[src/rtl/peridot_pfc_bridge.sv]
// Avalon-MM slave that converts CPU register accesses into PERIDOT PFC command-bus cycles.
// Byte-enable writes become a read-modify-write because the PFC banks accept only full words.
module peridot_pfc_bridge #(
    parameter int NUM_BANKS    = 4,
    parameter int RESP_LATENCY = 1
) (
    input  logic        csi_clk,
    input  logic        rsi_reset,
    input  logic [3:0]  avs_address,
    input  logic        avs_read,
    input  logic        avs_write,
    input  logic [31:0] avs_writedata,
    input  logic [3:0]  avs_byteenable,
    output logic [31:0] avs_readdata,
    output logic        avs_waitrequest,
    output logic        coe_pfc_clk,
    output logic        coe_pfc_reset,
    output logic [36:0] coe_pfc_cmd,
    input  logic [31:0] coe_pfc_resp
);

    typedef enum logic [1:0] {IDLE, RWAIT, WSTB, ACK} state_t;

    localparam logic [2:0] NB = 3'(NUM_BANKS);
    localparam logic [1:0] RL = 2'(RESP_LATENCY);

    state_t      state_q, state_d;
    logic [1:0]  cnt_q, cnt_d;
    logic [3:0]  addr_q, addr_d;
    logic [31:0] wdata_q, wdata_d;
    logic [3:0]  be_q, be_d;
    logic        is_wr_q, is_wr_d;
    logic [31:0] readdata_q, readdata_d;
    logic        wait_q, wait_d;
    logic [36:0] cmd_q, cmd_d;

    logic [31:0] resp_sel;
    logic [31:0] merged;

    function automatic logic bank_ok(input logic [3:0] a);
        return {1'b0, a[3:2]} < NB;
    endfunction

    // Unpopulated banks read as zero regardless of what the decoder returns.
    assign resp_sel = bank_ok(addr_q) ? coe_pfc_resp : 32'h0;

    for (genvar gi = 0; gi < 4; gi++) begin : g_merge
        assign merged[gi*8 +: 8] = be_q[gi] ? wdata_q[gi*8 +: 8] : resp_sel[gi*8 +: 8];
    end

    always_comb begin
        state_d    = state_q;
        cnt_d      = cnt_q;
        addr_d     = addr_q;
        wdata_d    = wdata_q;
        be_d       = be_q;
        is_wr_d    = is_wr_q;
        readdata_d = readdata_q;
        wait_d     = 1'b1;
        cmd_d      = {1'b0, addr_q, 32'h0};
        case (state_q)
            IDLE: begin
                if (avs_write || avs_read) begin
                    addr_d          = avs_address;
                    wdata_d         = avs_writedata;
                    be_d            = avs_byteenable;
                    is_wr_d         = avs_write;
                    cmd_d[35:32]    = avs_address;
                    if (avs_write && avs_byteenable == 4'hF) begin
                        state_d = WSTB;
                        cmd_d   = {bank_ok(avs_address), avs_address, avs_writedata};
                    end else if (avs_write && avs_byteenable == 4'h0) begin
                        state_d = ACK;
                        wait_d  = 1'b0;
                    end else begin
                        state_d = RWAIT;
                        cnt_d   = RL;
                    end
                end
            end
            RWAIT: begin
                if (cnt_q != 2'd0) begin
                    cnt_d = cnt_q - 2'd1;
                end else if (is_wr_q) begin
                    // The merge reads the settled response directly, so no separate buffer is kept.
                    state_d = WSTB;
                    cmd_d   = {bank_ok(addr_q), addr_q, merged};
                end else begin
                    state_d    = ACK;
                    wait_d     = 1'b0;
                    readdata_d = resp_sel;
                end
            end
            WSTB: begin
                state_d = ACK;
                wait_d  = 1'b0;
            end
            ACK: begin
                state_d = IDLE;
            end
            default: state_d = IDLE;
        endcase
    end

    always_ff @(posedge csi_clk) begin
        if (rsi_reset) begin
            state_q    <= IDLE;
            cnt_q      <= 2'd0;
            addr_q     <= 4'h0;
            wdata_q    <= 32'h0;
            be_q       <= 4'h0;
            is_wr_q    <= 1'b0;
            readdata_q <= 32'h0;
            wait_q     <= 1'b1;
            cmd_q      <= 37'h0;
        end else begin
            state_q    <= state_d;
            cnt_q      <= cnt_d;
            addr_q     <= addr_d;
            wdata_q    <= wdata_d;
            be_q       <= be_d;
            is_wr_q    <= is_wr_d;
            readdata_q <= readdata_d;
            wait_q     <= wait_d;
            cmd_q      <= cmd_d;
        end
    end

    assign avs_readdata    = readdata_q;
    assign avs_waitrequest = wait_q;
    assign coe_pfc_cmd     = cmd_q;
    assign coe_pfc_clk     = csi_clk;
    assign coe_pfc_reset   = rsi_reset;

endmodule

[config.mk]
export PLATFORM = sky130hd
export DESIGN_NAME = peridot_pfc_bridge
export DESIGN_NICKNAME = d
export VERILOG_FILES = /design/src/rtl/peridot_pfc_bridge.sv
export SDC_FILE = /design/constraint.sdc
export NUM_CORES = 1
export LEC_CHECK = 0
export ABC_AREA = 0
export CAP_MARGIN = 0
export CORE_ASPECT_RATIO = 1.25
export CORE_UTILIZATION = 54
export DETAILED_ROUTE_END_ITERATION = 16
export DONT_BUFFER_PORTS = 1
export PLACE_DENSITY_LB_ADDON = 0.1
export SETUP_SLACK_MARGIN = 0.3
export SLEW_MARGIN = 20
export SYNTH_ARGS = -nofsm -noshare
export SYNTH_HDL_FRONTEND = slang
export SYNTH_SLANG_ARGS = --single-unit
[constraint.sdc]
create_clock -name csi_clk -period 1.8 [get_ports csi_clk]
set_clock_uncertainty 0.2 [all_clocks]
set_input_delay 0.27 -clock csi_clk [delete_from_list [all_inputs] [get_ports csi_clk]]
set_output_delay 0.27 -clock csi_clk [all_outputs]
set_load 0.01 [all_outputs]
==> results of run 1 <==
## synthesized netlist by cell type (all sizes together), types with 2 or more instances
cell and count:
a211oi 2, a21oi 113, and4 2, buf 12, clkbuf 29, dfxtp 115
ha 5, inv 7, mux2i 32, nand2 151, nand3 3, nor2 67
o21ai 6, o21bai 2
## through the flow
| step | instances | area, um^2 | setup WS [ps] |
|---|---|---|---|
| floorplan | 555 | 4520 | 68.3 |
| global placement | 626 | 4650 | 46.8 |
| detailed placement | 626 | 4650 | -62.7 |
| CTS | 765 | 6790 | 105 |
## cell families after synthesis
| group | Yosys count |
|---|---|
| compound gates | 128 |
| fa+ha+maj | 5 |
| buf+inv | 48 |
| flops | 115 |
| mux | 32 |
| simple gates | 227 |
## what timing repair did
action	4_1_cts
gates resized for setup	100
hold buffers	69
hold endpoints to repair	115
pin swaps	48
setup endpoints to repair	114
cloned	15
buffers inserted	26
==> run summary, run 1 <==
outcome = did not finish
Stopped at = 5_1_grt
error msg = [ERROR DPL-0038] Utilization greater than 100%, impossible to legalize
Yosys cell types = 28
Seq/Total Area, Yosys = 51.8%
Main synth FF type = dfxtp_1
simple-gate share of the synthesized area = 19.8%
syn_nets = 636
clk buf depth = 2
clk root buf = clkbuf_8
synthesized area = 4450 um^2
Worst End Pin Type = register input
Seq cells post-synth = 115
H-tree depth = 4
Final Wtd Congestion = 0.822
XOR/XNOR Fraction of Synth Area = 0%
DP HPWL = 6.96 mm
Synth Instances = 555
Syn. warnings = 0
Sink Count = 115
post-synthesis mux area share = 7.21%
Die Wd = 83.2 um
port buffer count = 0
mean post-synth cell area = 8.01 um^2
ys async rst share = 0%
post-synth top area cell = dfxtp_1
largest net degree at the start of global routing = 86
num rows = 36
Adder-Cell Fraction of Synth Area = 1.41%
EDFF count, synth = 0
Ports = 148
largest cells by area after synthesis = dfxtp_1 52%, nand2_1 13%, a21oi_1 13%
main combinational cell family by area after synthesis = simple AND/OR/NAND/NOR gates
top cell type's share of synthesized area = 51.8%
complex-gate fraction of the synthesized area = 15.3%
CTS Buf Count = 17
initial core utilization = 56.4%
worst setup endpoint GRT = avs_readdata[17]$_SDFFE_PP0P_/D
die height = 103 um
==> run 2: changes to the inputs <==
Settings changed: CORE_ASPECT_RATIO 1.25 to not set, CORE_UTILIZATION 54 to 39, PLACE_DENSITY_LB_ADDON 0.1 to 0.15, SETUP_SLACK_MARGIN 0.3 to not set.
Clock period 1.8 ns to 2.3 ns, I/O delays scaled along.
==> run summary, run 2 <==
port buffer count = 0 (unchanged)
total power draw = 7.33 mW
Leak Pwr = 2.24 nW
vias = 3,952
worst flop-to-flop path startpoint = state_q[1]$_SDFFE_PP0P_
Worst Slack Setup Final = 186 ps
core footprint = 11,000 um^2
critical path data required time = 2430 ps
number of global-route vias before repair = 4,070
Final Critical Period = 2110 ps
fin nets = 702
Max-Cap Viols = 0
share of cells above drive strength 1 = 8.20%
CTS tree = built
drt wl/cell = 16.3 um
Main synth FF type = dfxtp_1 (unchanged)
mean post-synth cell area = 8.01 um^2 (unchanged)
power density over the cells = 1220 nW/um^2
Largest register FFs = 37
ys async rst share = 0% (unchanged)
initial antenna violation count = 0
worst-path cell chain = inv_1 -> ha_1 -> or3b_1 -> o211a_2 -> and4_4 -> a211oi_2
reg2reg end = cnt_q[0]$_SDFFE_PP0P_
clk slew on worst S/H paths = 60 ps
placed cell area = 4600 um^2 (was 4650 um^2)
Hold Crit Start = coe_pfc_resp[15]
final setup violation count = 0
Ports = 148 (unchanged)
die height = 109 um (was 103 um)
syn_nets = 636 (unchanged)
Seq cells post-synth = 115 (unchanged)
P_sw = 2.46 mW
synthesized area = 4450 um^2 (unchanged)
clk buf depth = 2 (unchanged)
Starting DRT DRC Count = 225
Gates resized, CTS repair = 0 (was 100)
RSZ-0062 raised after global routing = false
largest cells by area after synthesis = dfxtp_1 52%, nand2_1 13%, a21oi_1 13% (unchanged)
Hold EP = coe_pfc_cmd[15]$_SDFF_PP0_
reg2reg path depth = 6
Seq/Total Area, Yosys = 51.8% (unchanged)
Worst setup SP type = register
top cell type's share of synthesized area = 51.8% (unchanged)
Die Wd = 109 um (was 83.2 um)
Top delay family on crit path = simple AND/OR/NAND/NOR gates
clk root buf = clkbuf_16 (was clkbuf_8)
post-CTS setup buffer count = 0 (was 26)
num rows = 38 (was 36)
post-synth top area cell = dfxtp_1 (unchanged)
Setup Crit Path Kind = reg -> reg
Final Hold Viols = 0
Total GRT Usage = 22.3%
DRT antenna net count = 0
drt first pass iters = 6
slowest cell delay on critical path = 440 ps
R2R setup slack = 190 ps
Commonest cells post-synth = 151 x nand2_1, 115 x dfxtp_1, 113 x a21oi_1 (unchanged)
total congestion overflow = 0
first-pass GRT wire length = 19.9 mm
initial core utilization = 40.5% (was 56.4%)
design area = 5980 um^2
fraction of power consumed by sequential logic = 37.3%
H-tree depth = 4 (unchanged)
Die ar. = 11,800 um^2
most frequent cells in the layout = 151 x nand2_1, 115 x dfxtp_1, 113 x a21oi_1, 74 x dlygate4sd3_1, 65 x nor2_1
hold_buf cts = 75 (was 69)
Max Clock Freq = 0.473 GHz
Clock Latency Late Sink = 410 ps
VDD IR max = 618 uV
Comb pwr share = 25.5%
outcome = complete, no violations (was did not finish)
Max Slew Vio Count = 0
Yosys cell types = 28 (unchanged)
EDFF count, synth = 0 (unchanged)
DR DRC count = 0
Syn. warnings = 0 (unchanged)
slew at the pin with the worst max-slew slack = 576 ps
DP HPWL = 7.78 mm (was 6.96 mm)
Post-Route WL = 12.6 mm
Final Wtd Congestion = 0.763 (was 0.822)
Buf+Inv Stages, Crit Path = 1
clock power share = 37.1%
Sink Count = 115 (unchanged)
CP max FO = 10
commonest non-fill, non-tap cell in the layout = nand2_1
HP Class = in -> reg
Post-Place Setup Slack = 228 ps (was -62.7 ps)
Internal Power = 4.87 mW
CTS Buf Count = 17 (unchanged)
FILL cells = 1,002
Antenna Cells = 0
final worst path period share = 91.9%
Hold Path Depth = 4
slowest cell on the critical path = ha_1
net switching fraction of the power = 33.6%
max_slew headroom = 61.5%
Fin Setup TNS = 0 ps
largest net degree at the start of global routing = 84
Worst EP arrival = 2240 ps
count leader, synth = nand2_1 (unchanged)
Area growth, synth to finish = 34.6%
crit end category = register
vias per cell = 5.11
Synth Instances = 555 (unchanged)
run 2: cell counts after synthesis:
No cell type changed its count.
run 2: area by class of cell:
cell class	instances	area (um^2)	share of cell area [%]
Inverter	7	26.3	0.439
Sequential cell	115	2300	38.5
Tap cell	140	175	2.93
Timing Repair Buffer	88	886	14.8
Multi-Input combinational cell	392	1980	33.1
Clock buffer	21	460	7.69
Clock inverter	11	153	2.55
run 2: worst reg2reg max path: stages, from the launching register on:
cell	delay, ps
dfxtp_1	330
inv_1	110
ha_1	440
or3b_1	410
o211a_2	150
and4_4	190
a211oi_2	200
run 2: how the worst max path moves through the flow:
| stage | startpoint | end | slack [ps] | cells after the start |
|---|---|---|---|---|
| floorplan | csi_clk | coe_pfc_clk | 490 | 1 |
| global placement | state_q[0]$_SDFFE_PP0P_ | cnt_q[1]$_SDFFE_PP0P_ | 330 | 6 |
| detailed placement | state_q[1]$_SDFFE_PP0P_ | cnt_q[1]$_SDFFE_PP0P_ | 230 | 6 |
| CTS | state_q[1]$_SDFFE_PP0P_ | cnt_q[0]$_SDFFE_PP0P_ | 190 | 6 |
| global route | state_q[1]$_SDFFE_PP0P_ | state_q[1]$_SDFFE_PP0P_ | 80 | 6 |
| finish | state_q[1]$_SDFFE_PP0P_ | cnt_q[0]$_SDFFE_PP0P_ | 190 | 6 |
run 2: per-stage QoR:
stage	hold WS (ps)	utilization, %	cells
2_1_floorplan	233	-	555
3_3_place_gp	145	41.7	666
3_5_place_dp	145	41.9	667
4_1_cts	1.62	54.5	774
5_1_grt	4.07	54.5	774
6_report	14.8	54.5	774
run 2: cells by family after synthesis:
kind of cell / Yosys count / share of synthesized area [%]
flops: 115 / 51.8
fa+ha+maj: 5 / 1.41
compound gates: 128 / 15.3
simple gates: 227 / 19.8
mux: 32 / 7.21
buf+inv: 48 / 4.53
run 2: power by group through the flow:
stage,Combinational (mW),Clock (mW),Sequential (mW)
2_1_floorplan,1.29,0.0358,2.64
3_3_place_gp,1.62,0,2.76
3_5_place_dp,1.73,0,2.78
4_1_cts,1.88,2.77,2.74
5_1_grt,2.08,2.86,2.79
6_report,1.87,2.72,2.74
run 2: per-layer routing:
metal | up-vias | track usage [%] | share of wire, %
met5 | - | 0 | 0
met1 | 1831 | 25.6 | 42
met4 | 0 | 10.8 | 1.8
met2 | 138 | 37.6 | 49
li1 | 1964 | - | -
met3 | 19 | 7.11 | 7.0
Note: power is estimated with default switching activity, not from simulation.
